### src/rtl/edit_pkg.sv
// rtl/edit_pkg.sv - shared mode encoding, field indices, BCD limits and reset values
package edit_pkg;

    typedef enum logic [1:0] {
        MODE_IDLE  = 2'd0,
        MODE_HORA  = 2'd1,
        MODE_FECHA = 2'd2,
        MODE_TIMER = 2'd3
    } mode_t;

    localparam logic [1:0] POS_LEFT  = 2'd0;
    localparam logic [1:0] POS_MID   = 2'd1;
    localparam logic [1:0] POS_RIGHT = 2'd2;

    localparam int BTN_UP    = 0;
    localparam int BTN_DN    = 1;
    localparam int BTN_LEFT  = 2;
    localparam int BTN_RIGHT = 3;

    localparam logic [7:0] HOUR_MIN = 8'h00;
    localparam logic [7:0] HOUR_MAX = 8'h23;
    localparam logic [7:0] MS_MIN   = 8'h00;
    localparam logic [7:0] MS_MAX   = 8'h59;
    localparam logic [7:0] DAY_MIN  = 8'h01;
    localparam logic [7:0] DAY_MAX  = 8'h31;
    localparam logic [7:0] MON_MIN  = 8'h01;
    localparam logic [7:0] MON_MAX  = 8'h12;
    localparam logic [7:0] YEAR_MIN = 8'h00;
    localparam logic [7:0] YEAR_MAX = 8'h99;

    localparam logic [23:0] HORA_RST  = 24'h000000;
    localparam logic [23:0] FECHA_RST = 24'h010100;
    localparam logic [23:0] TIMER_RST = 24'h000000;

    // Group index g: 0 hora, 1 fecha, 2 timer; field index f: 0 is leftmost.
    function automatic logic [7:0] fld_min(input int g, input int f);
        if (g == 1) begin
            if (f == 0)      return DAY_MIN;
            else if (f == 1) return MON_MIN;
            else             return YEAR_MIN;
        end
        return (f == 0) ? HOUR_MIN : MS_MIN;
    endfunction

    function automatic logic [7:0] fld_max(input int g, input int f);
        if (g == 1) begin
            if (f == 0)      return DAY_MAX;
            else if (f == 1) return MON_MAX;
            else             return YEAR_MAX;
        end
        return (f == 0) ? HOUR_MAX : MS_MAX;
    endfunction

    function automatic logic [7:0] fld_rst(input int g, input int f);
        logic [23:0] r;
        if (g == 0)      r = HORA_RST;
        else if (g == 1) r = FECHA_RST;
        else             r = TIMER_RST;
        return r[8*(2-f) +: 8];
    endfunction

endpackage

### src/rtl/bcd_field_counter.sv
// rtl/bcd_field_counter.sv - two-digit BCD up/down counter with min/max limits and optional wrap
module bcd_field_counter #(
    parameter logic [7:0] MIN = 8'h00,
    parameter logic [7:0] MAX = 8'h59,
    parameter logic [7:0] RST = 8'h00
) (
    input  logic       clk,
    input  logic       reset,
    input  logic       wrap,
    input  logic       up,
    input  logic       down,
    output logic [7:0] value,
    output logic       changed
);

    logic [7:0] value_nx;

    // Packed BCD orders like binary, so limits compare directly.
    always_comb begin
        value_nx = value;
        if (up && !down) begin
            if (value >= MAX)
                value_nx = wrap ? MIN : MAX;
            else if (value[3:0] >= 4'd9)
                value_nx = {value[7:4] + 4'd1, 4'd0};
            else
                value_nx = value + 8'd1;
        end else if (down && !up) begin
            if (value <= MIN)
                value_nx = wrap ? MAX : MIN;
            else if (value[3:0] == 4'd0)
                value_nx = {value[7:4] - 4'd1, 4'd9};
            else
                value_nx = value - 8'd1;
        end
    end

    assign changed = (value_nx != value);

    always_ff @(posedge clk or negedge reset) begin
        if (!reset)
            value <= RST;
        else
            value <= value_nx;
    end

endmodule

### src/rtl/edit_digit_ctrl.sv
// rtl/edit_digit_ctrl.sv - button-driven editor for time, date and timer BCD fields
module edit_digit_ctrl
    import edit_pkg::*;
(
    input  logic        clk,
    input  logic        reset,
    input  logic        sw_hora,
    input  logic        sw_fecha,
    input  logic        sw_timer,
    input  logic [3:0]  boton_ed,
    output logic [23:0] hora_bcd,
    output logic [23:0] fecha_bcd,
    output logic [23:0] timer_bcd,
    output logic [1:0]  mode,
    output logic [1:0]  pos,
    output logic [7:0]  dato_print,
    output logic        wr_strobe
);

    mode_t       state, state_nx;
    logic [3:0]  btn_q;
    logic [3:0]  rise;
    logic        active;
    logic        val_up, val_dn, mv_left, mv_right;
    logic [7:0]  val [3][3];
    logic [8:0]  chg;
    logic [23:0] sel_grp;
    logic [7:0]  sel_byte;

    assign rise     = boton_ed & ~btn_q;
    assign active   = (state != MODE_IDLE);
    assign val_up   = active && rise[BTN_UP]   && !rise[BTN_DN];
    assign val_dn   = active && rise[BTN_DN]   && !rise[BTN_UP];
    assign mv_left  = active && rise[BTN_LEFT] && !rise[BTN_RIGHT];
    assign mv_right = active && rise[BTN_RIGHT] && !rise[BTN_LEFT];

    always_comb begin
        state_nx = MODE_IDLE;
        if (sw_hora)
            state_nx = MODE_HORA;
        else if (sw_fecha)
            state_nx = MODE_FECHA;
        else if (sw_timer)
            state_nx = MODE_TIMER;
    end

    // Value edges act on the current state and pos, before the cursor moves.
    for (genvar g = 0; g < 3; g++) begin : g_grp
        for (genvar f = 0; f < 3; f++) begin : g_fld
            logic hit;
            assign hit = (state == mode_t'(g + 1)) && (pos == 2'(f));
            bcd_field_counter #(
                .MIN (fld_min(g, f)),
                .MAX (fld_max(g, f)),
                .RST (fld_rst(g, f))
            ) u_fld (
                .clk     (clk),
                .reset   (reset),
                .wrap    (1'b1),
                .up      (hit && val_up),
                .down    (hit && val_dn),
                .value   (val[g][f]),
                .changed (chg[g*3 + f])
            );
        end
    end

    assign hora_bcd  = {val[0][0], val[0][1], val[0][2]};
    assign fecha_bcd = {val[1][0], val[1][1], val[1][2]};
    assign timer_bcd = {val[2][0], val[2][1], val[2][2]};
    assign mode      = state;

    always_comb begin
        sel_grp = 24'h000000;
        case (state)
            MODE_HORA:  sel_grp = hora_bcd;
            MODE_FECHA: sel_grp = fecha_bcd;
            MODE_TIMER: sel_grp = timer_bcd;
            default:    sel_grp = 24'h000000;
        endcase
        case (pos)
            POS_LEFT: sel_byte = sel_grp[23:16];
            POS_MID:  sel_byte = sel_grp[15:8];
            default:  sel_byte = sel_grp[7:0];
        endcase
    end

    always_ff @(posedge clk or negedge reset) begin
        if (!reset) begin
            state      <= MODE_IDLE;
            btn_q      <= 4'b0000;
            pos        <= POS_LEFT;
            dato_print <= 8'h00;
            wr_strobe  <= 1'b0;
        end else begin
            state      <= state_nx;
            btn_q      <= boton_ed;
            dato_print <= sel_byte;
            wr_strobe  <= |chg;
            if (state_nx != state)
                pos <= POS_LEFT;
            else if (mv_left)
                pos <= (pos == POS_LEFT) ? POS_RIGHT : pos - 2'd1;
            else if (mv_right)
                pos <= (pos == POS_RIGHT) ? POS_LEFT : pos + 2'd1;
        end
    end

endmodule

### config.mk
export PLATFORM = sky130hd
export DESIGN_NAME = edit_digit_ctrl
export DESIGN_NICKNAME = d
export VERILOG_FILES = /design/src/rtl/edit_pkg.sv /design/src/rtl/bcd_field_counter.sv /design/src/rtl/edit_digit_ctrl.sv
export SDC_FILE = /design/constraint.sdc
export NUM_CORES = 1
export LEC_CHECK = 0
export ABC_AREA = 1
export ABC_CLOCK_PERIOD_IN_PS = 3350
export BUFFER_PORTS_ARGS = -buffer_cell sky130_fd_sc_hd__buf_2
export CORE_MARGIN = 4
export CORE_UTILIZATION = 45
export DETAILED_ROUTE_END_ITERATION = 12
export GPL_TIMING_DRIVEN = 0
export PLACE_DENSITY = 0.6
export SKIP_LAST_GASP = 1
export SLEW_MARGIN = 20
export SYNTH_ARGS = -nofsm -noshare
export SYNTH_HDL_FRONTEND = slang
export SYNTH_SLANG_ARGS = --single-unit
export TNS_END_PERCENT = 1
### constraint.sdc
create_clock -name clk -period 3.35 [get_ports clk]
set_input_delay 0.67 -clock clk [delete_from_list [all_inputs] [get_ports clk]]
set_output_delay 0.67 -clock clk [all_outputs]
set_load 0.05 [all_outputs]
==> impl_metrics.csv, run 1 <==
group,metric,value,unit
outcome,outcome,"complete, no violations",
synth,ys_ff_latch,89,
drt,drtIter0Drc,964,
floorplan,core_area,0.0210,mm^2
floorplan,die_x,154,um
power_and_ir_drop,power_frac_comb,65.7,%
drt,via_per_inst,5.47,
setup_path,required,3.58,ns
power_and_ir_drop,powerDensity,836,mW/mm^2
sta,hold_viol,0,
floorplan,die_h,154,um
power_and_ir_drop,p_seq_share,21.1,%
synth,synth_area,0.00959,mm^2
clock_tree,clock-root-buffer,"clkbuf_16",
synth,yosysMostFrequentCell,"nand2_1",
drt,dr_total_vias,11000,
finish,diodes,0,
power_and_ir_drop,netSwitchingPower,0.00535,W
synth,synthTopCellsByCount,"537 x nand2_1, 216 x nand3_1, 191 x inv_1",
power_and_ir_drop,power_switching_share,59.3,%
drt,wl,36.4,mm
synth,syn_inst,1618,
global_routing,grt_overflow,0,
synth,synth_top_area_share,22.7,%
synth,synth.avg_cell_area,5.92,um^2
setup_path,critPathKind,"reg -> reg",
sta,fin_setup_tns,0,ns
synth,yosys_warnings,0,
setup_path,path_cells,"inv_1 -> nand2_1 -> nand3_4 -> nor2_4 -> nand3_1 -> nand2_1 -> o21ai_0 -> nand3_1 -> nor2_1 -> nand2_1 -> nor3_1 -> nand3_1",
synth,syn-num-nets,1696,
placement,placed_area,0.0104,mm^2
sta,max_freq,304,MHz
setup_path,crit_path_max_incr_delay,0.54,ns
hold_path,hold_class,"in -> async",
sta,fin_crit,3.29,ns
drt,drt_first_pass_iters,5,
global_routing,gr-usage-all-layers,30.2,%
setup_path,start_kind,"flop",
sta,finalWorstSetupSlack,0.0569,ns
placement,place.gp.congestion,1.04,
clock_tree,clk_latency,0.37,ns
sta,slew_headroom,57.7,%
sta,rsz0062_at_grt,"false",
global_routing,grt_max_degree,51,
sta,setup_violations,0,
synth,yosys.area.top_type,"dfrtp_1",
power_and_ir_drop,internal_power,0.00367,W
clock_tree,numCtsBuffers,9,
setup_path,cp_max_fo,10,
finish,final_area,0.0108,mm^2
synth,synth_area_leaders,"dfrtp_1 23%, nand2_1 21%, nand3_1 11%",
placement,io_buffers,93,
clock_tree,clkTransAtPathRegs,0.08,ns
clock_tree,clk_path_buf_depth,2,
synth,synth-main-ff-cell,"dfrtp_1",
setup_path,crit_arrival,3.52,ns
job,drv_cap,0,
sta,worst_pin_slew,0.628,ns
clock_tree,cts_tree,"yes",
global_routing,grt_pass1_vias,9840,
clock_tree,cts_htree_levels,3,
placement,post-place-ws,-0.298,ns
clock_tree,cts-resized-gates,0,
clock_tree,holdBufCountCts,0,
finish,instances_no_fill,2003,
synth,synth_edf_count,0,
synth,async_flop_share,100,%
sta,finalMaxSlewViolations,0,
sta,fin_hold_ws,0.205,ns
drt,drc,0,
power_and_ir_drop,power.share.clock,13.2,%
placement,numPlacedInstances,1987,
floorplan,die-area,0.0237,mm^2
power_and_ir_drop,leakage,5.79,nW
clock_tree,clock_sinks,89,
finish,nets,1801,
finish,drive_gt1_share,10.3,%
global_routing,antenna_found_initial,1,
drt,wl_per_cell,18.2,um
synth,yosysSeqAreaShare,23.3,%
sta,period_share,98.3,%
floorplan,num_rows,53,
power_and_ir_drop,peakVddDrop,0.000555,V
drt,antenna_left,0,
setup_path,cp-end-kind,"flop",
synth,yosys.cell_types.count,40,
global_routing,grt_pass1_wl,56.5,mm
setup_path,cp_slowest_cell,"o21ai_0",
floorplan,design.portCount,94,
placement,hpwl,29.0,mm
finish,area_delta_synth_final,12.7,%
floorplan,start_util,45.7,%
sta,fin_skew,0.0174,ns
clock_tree,cts_setup_buffers,0,
## power groups by stage
stage / combinational, W / clock, W / sequential, W
CTS: 0.00585 / 0.00121 / 0.00189
detailed placement: 0.00583 / 0 / 0.00191
finish: 0.00593 / 0.00119 / 0.00190
global placement: 0.00580 / 0 / 0.00191
global route: 0.00652 / 0.00126 / 0.00197
floorplan: 0.00317 / 0 / 0.00288
## area by class of cell
type | count | area, um^2
timing repair buffer | 94 | 499
clock inverter | 4 | 75.1
tap | 275 | 344
fill | 2299 | 10200
clock buffer | 12 | 256
inverter | 208 | 788
buffer | 35 | 150
sequential | 89 | 2230
multi-input combinational | 1286 | 6460
## kinds of logic (layout without fill, tap and decap cells)
logic type                 after synthesis  in the layout  synth area share (%)
and+or+nand+nor                        984            984                  43.4
muxes                                    1              1                 0.117
DFF                                     89             89                  23.3
AOI/OAI and AO/OA                      201            201                  11.7
xor gates and xnor gates                31             31                  2.83
buffers and inverters                  243            353                  9.70
adders and majority gates               69             69                  9.01
## final timing paths
kind,slack [ns],end,start,cells after the start
hold reg to reg,0.58,g_grp[2].g_fld[1].u_fld.value[7],g_grp[2].g_fld[1].u_fld.value[7],1
min in group clk,0.41,btn_q[2],boton_ed[2],1
hold / removal,0.21,g_grp[1].g_fld[1].u_fld.value[3],reset,1
setup reg to reg,0.06,wr_strobe,btn_q[0],12
setup / recovery,0.06,wr_strobe,btn_q[0],12
max in group asynchronous,2.49,g_grp[0].g_fld[1].u_fld.value[1],reset,2
## per-layer routing
metal	share of wire [%]	routed length, um	track usage (%)
met1	45	16400	42.0
met2	45	16400	47.0
met3	6.8	2460	5.35
met4	3.2	1170	10.7
met5	0.025	9	0
## stage by stage
| stage | util (%) | total power, W |
|---|---|---|
| floorplan | - | 0.00605 |
| global placement | 49.6 | 0.00771 |
| detailed placement | 49.8 | 0.00774 |
| CTS | 51.3 | 0.00895 |
| global route | 51.5 | 0.00975 |
| finish | 51.5 | 0.00903 |
## flip-flops by register name, summed over array words and instances (netlist names)
signal	cells
btn_q	4
mode	2
pos	2
wr_strobe	1
dato_print	8
g_grp.g_fld.u_fld.value	72
## worst max-delay path: cells and delay by family (launching register included)
kind	cells	cell delay [ns]
compound gates	1	0.54
buf+inv	1	0.05
flops	1	0.38
simple gates	10	2.16
## layout by cell type, fill, tap and decap left out, types with 2 or more instances in the layout
cell type / count
nand3b_1: 5
a31oi_1: 2
o211ai_1: 8
nand2_2: 6
a221oi_1: 4
clkbuf_16: 9
nand3_1: 215
o21a_1: 5
nand4_1: 16
inv_2: 13
a21oi_1: 49
bufinv_16: 2
dfrtp_1: 86
nor2_1: 164
clkinvlp_4: 4
o2111ai_1: 4
buf_2: 103
o21ai_0: 95
xnor2_1: 5
o22ai_1: 21
xor2_1: 26
dfstp_2: 2
inv_1: 190
or2_2: 7
nor2_2: 11
a21boi_0: 2
nand3_2: 2
nor2_4: 8
clkinv_1: 3
clkbuf_1: 22
nor3_1: 14
ha_2: 2
o21ai_1: 6
ha_1: 67
clkbuf_8: 2
nand2_1: 535
Power figures use the tool's default switching activity.
==> run 2: changes to the inputs <==
--- a/config.mk
+++ b/config.mk
@@ -8,11 +8,13 @@
 export ABC_AREA = 1
 export ABC_CLOCK_PERIOD_IN_PS = 3350
 export BUFFER_PORTS_ARGS = -buffer_cell sky130_fd_sc_hd__buf_2
+export CELL_PAD_IN_SITES_DETAIL_PLACEMENT = 0
+export CELL_PAD_IN_SITES_GLOBAL_PLACEMENT = 1
 export CORE_MARGIN = 4
-export CORE_UTILIZATION = 45
+export CORE_UTILIZATION = 42
 export DETAILED_ROUTE_END_ITERATION = 12
 export GPL_TIMING_DRIVEN = 0
-export PLACE_DENSITY = 0.6
+export PLACE_DENSITY = 0.79
 export SKIP_LAST_GASP = 1
 export SLEW_MARGIN = 20
 export SYNTH_ARGS = -nofsm -noshare
==> run 2 against run 1 <==
Total power rose by 1.5%. Core utilization fell by 3.3 points. Highest routed layer is now met4. Largest cell class unchanged. Setup slack improved by 0.099 ns. Register-to-register slack improved by 0.099 ns. Critical path depth rose by 4. Clock skew fell by 0.0016 ns. Cell count rose by 0.60%. Non-clock buffer count rose by 2. Maximum frequency rose by 3.1%. Sequential share of layout area fell by 0.16 points. Sequential power barely moved. Final area rose by 0.85%.
==> impl_metrics.csv, run 2 (synthesis results as in run 1) <==
group,metric,value,unit
finish,mostFrequentLayoutCells,"535 x nand2_1, 215 x nand3_1, 189 x inv_1",
finish,area.sequential,0.00223,mm^2
placement,io_buffers,93,
clock_tree,numCtsBuffers,9,
drt,wl,36.6,mm
setup_path,cpLargestDelayFamily,"simple AND/OR/NAND/NOR gates",
sta,hold_viol,0,
setup_path,cp_slowest_cell,"nor2_2",
sta,worst_pin_slew,0.687,ns
clock_tree,clkTransAtPathRegs,0.08,ns
global_routing,grt_overflow,0,
sta,max_freq,313,MHz
floorplan,core_area,0.0226,mm^2
power_and_ir_drop,leakage,5.82,nW
placement,hpwl,29.1,mm
setup_path,crit_buf_inv,1,
global_routing,grt_max_degree,53,
setup_path,path_cells,"buf_2 -> nor2_1 -> nor2_2 -> nand3_1 -> nor2_1 -> nand2_1 -> nand2_1 -> nand2_1 -> nand2_1 -> nand2_1 -> nor2_1 -> nand2_1 -> nor2_1 -> nand3_1 -> nor2_1 -> nand3_1",
placement,place.gp.congestion,1.02,
finish,area_delta_synth_final,13.6,%
power_and_ir_drop,finalPower,0.00916,W
floorplan,start_util,42.5,%
setup_path,start_kind,"flop",
finish,drive_gt1_share,10.5,%
global_routing,grt_pass1_vias,9780,
sta,finalMaxSlewViolations,0,
drt,antenna_left,0,
floorplan,die-area,0.0253,mm^2
setup_path,cpMostUsedCell,"nand2_1",
setup_path,cp-end-kind,"flop",
finish,final_common_cell,"nand2_1",
clock_tree,cts_tree,"yes",
clock_tree,clock-root-buffer,"clkbuf_16",
sta,setup_violations,0,
drt,drt_first_pass_iters,7,
finish,max_flop_register,"g_grp.g_fld.u_fld.value",
sta,slew_headroom,54.2,%
finish,nets,1803,
setup_path,crit_path_max_incr_delay,0.55,ns
sta,fin_hold_ws,0.210,ns
sta,fin_setup_tns,0,ns
clock_tree,clock_sinks,89,
sta,fin_crit,3.19,ns
clock_tree,clk_latency,0.36,ns
drt,via_per_inst,5.43,
hold_path,hold_class,"in -> async",
job,drv_cap,0,
floorplan,num_rows,55,
sta,fin_skew,0.0157,ns
clock_tree,clk_path_buf_depth,2,
drt,drc,0,
finish,multi_input_area,0.00649,mm^2
floorplan,die_h,159,um
floorplan,design.portCount,94,
finish,largest_reg_flops,72,
drt,dr_total_vias,10900,
finish,largestRegisters,"g_grp.g_fld.u_fld.value (72), dato_print (8), btn_q (4)",
outcome,outcome,"complete, no violations",
clock_tree,cts_htree_levels,3,
setup_path,required,3.56,ns
global_routing,antenna_found_initial,0,
drt,wl_per_cell,18.2,um
setup_path,critPathKind,"reg -> reg",
finish,final.fill_count,2468,
drt,drtIter0Drc,1019,
sta,period_share,95.4,%
finish,diodes,0,
global_routing,grt_pass1_wl,56.4,mm
global_routing,gr-usage-all-layers,28.0,%
clock_tree,holdBufCountCts,0,
floorplan,die_x,159,um
setup_path,crit_arrival,3.40,ns
setup_path,cp_max_fo,8,
power_and_ir_drop,powerDensity,841,mW/mm^2
power_and_ir_drop,peakVddDrop,0.000421,V
[run 2: cell types whose count changed in the layout (fill, tap and decap cells not counted), moves of 2 or more]
cell,change
clkinvlp_4,-2
o21ai_0,-2
buf_4,+3
ha_4,+2
ha_2,-2
nor2_2,-2
[run 2: worst paths after layout]
kind	startpoint	to	slack, ns	cells after the start
min in group clk	boton_ed[2]	btn_q[2]	0.43	1
max	mode[0]	wr_strobe	0.16	16
max in group asynchronous	reset	g_grp[0].g_fld[1].u_fld.value[1]	2.48	2
min	reset	g_grp[1].g_fld[1].u_fld.value[3]	0.21	1
max reg2reg	mode[0]	wr_strobe	0.16	16
min reg2reg	g_grp[2].g_fld[0].u_fld.value[6]	g_grp[2].g_fld[0].u_fld.value[6]	0.60	2
[run 2: per-layer routing]
metal	global-route usage [%]	up-vias	wire length [um]
li1	-	5438	-
met1	40.2	5077	16800
met2	44.0	374	16400
met3	4.14	49	2440
met4	7.89	0	990
met5	0	-	0
[run 2: stage by stage]
stage / std cells / worst slack [ns] / utilization, % / cell area (um^2)
finish: 2015 / 0.156 / 48.3 / 10900
detailed placement: 1997 / -0.312 / 46.3 / 10400
global placement: 1996 / -0.317 / 46.1 / 10400
CTS: 2012 / 0.0219 / 47.8 / 10800
floorplan: 1618 / 0.737 / - / 9590
global route: 2015 / -0.0112 / 48.3 / 10900
[run 2: layout make-up]
| cell class | count | area share (%) |
|---|---|---|
| Buffer | 34 | 1.36 |
| Clock buffer | 12 | 2.35 |
| Clock inverter | 4 | 0.908 |
| Inverter | 208 | 7.24 |
| Multi-Input combinational cell | 1286 | 59.6 |
| Sequential cell | 89 | 20.5 |
| Tap cell | 285 | 3.27 |
| Timing Repair Buffer | 97 | 4.79 |
[run 2: what timing repair did]
| action | CTS | global route |
|---|---|---|
| setup endpoints to repair | 1 | 1 |
| resized for setup | 0 | 23 |
| setup buffers | 0 | 3 |
[run 2: report_power, final]
group / internal (W) / switching (W) / total, W
Sequential: 0.00139 / 0.000534 / 0.00193
Combinational: 0.00161 / 0.00435 / 0.00596
Clock: 0.000774 / 0.000502 / 0.00128
Total: 0.00378 / 0.00539 / 0.00916
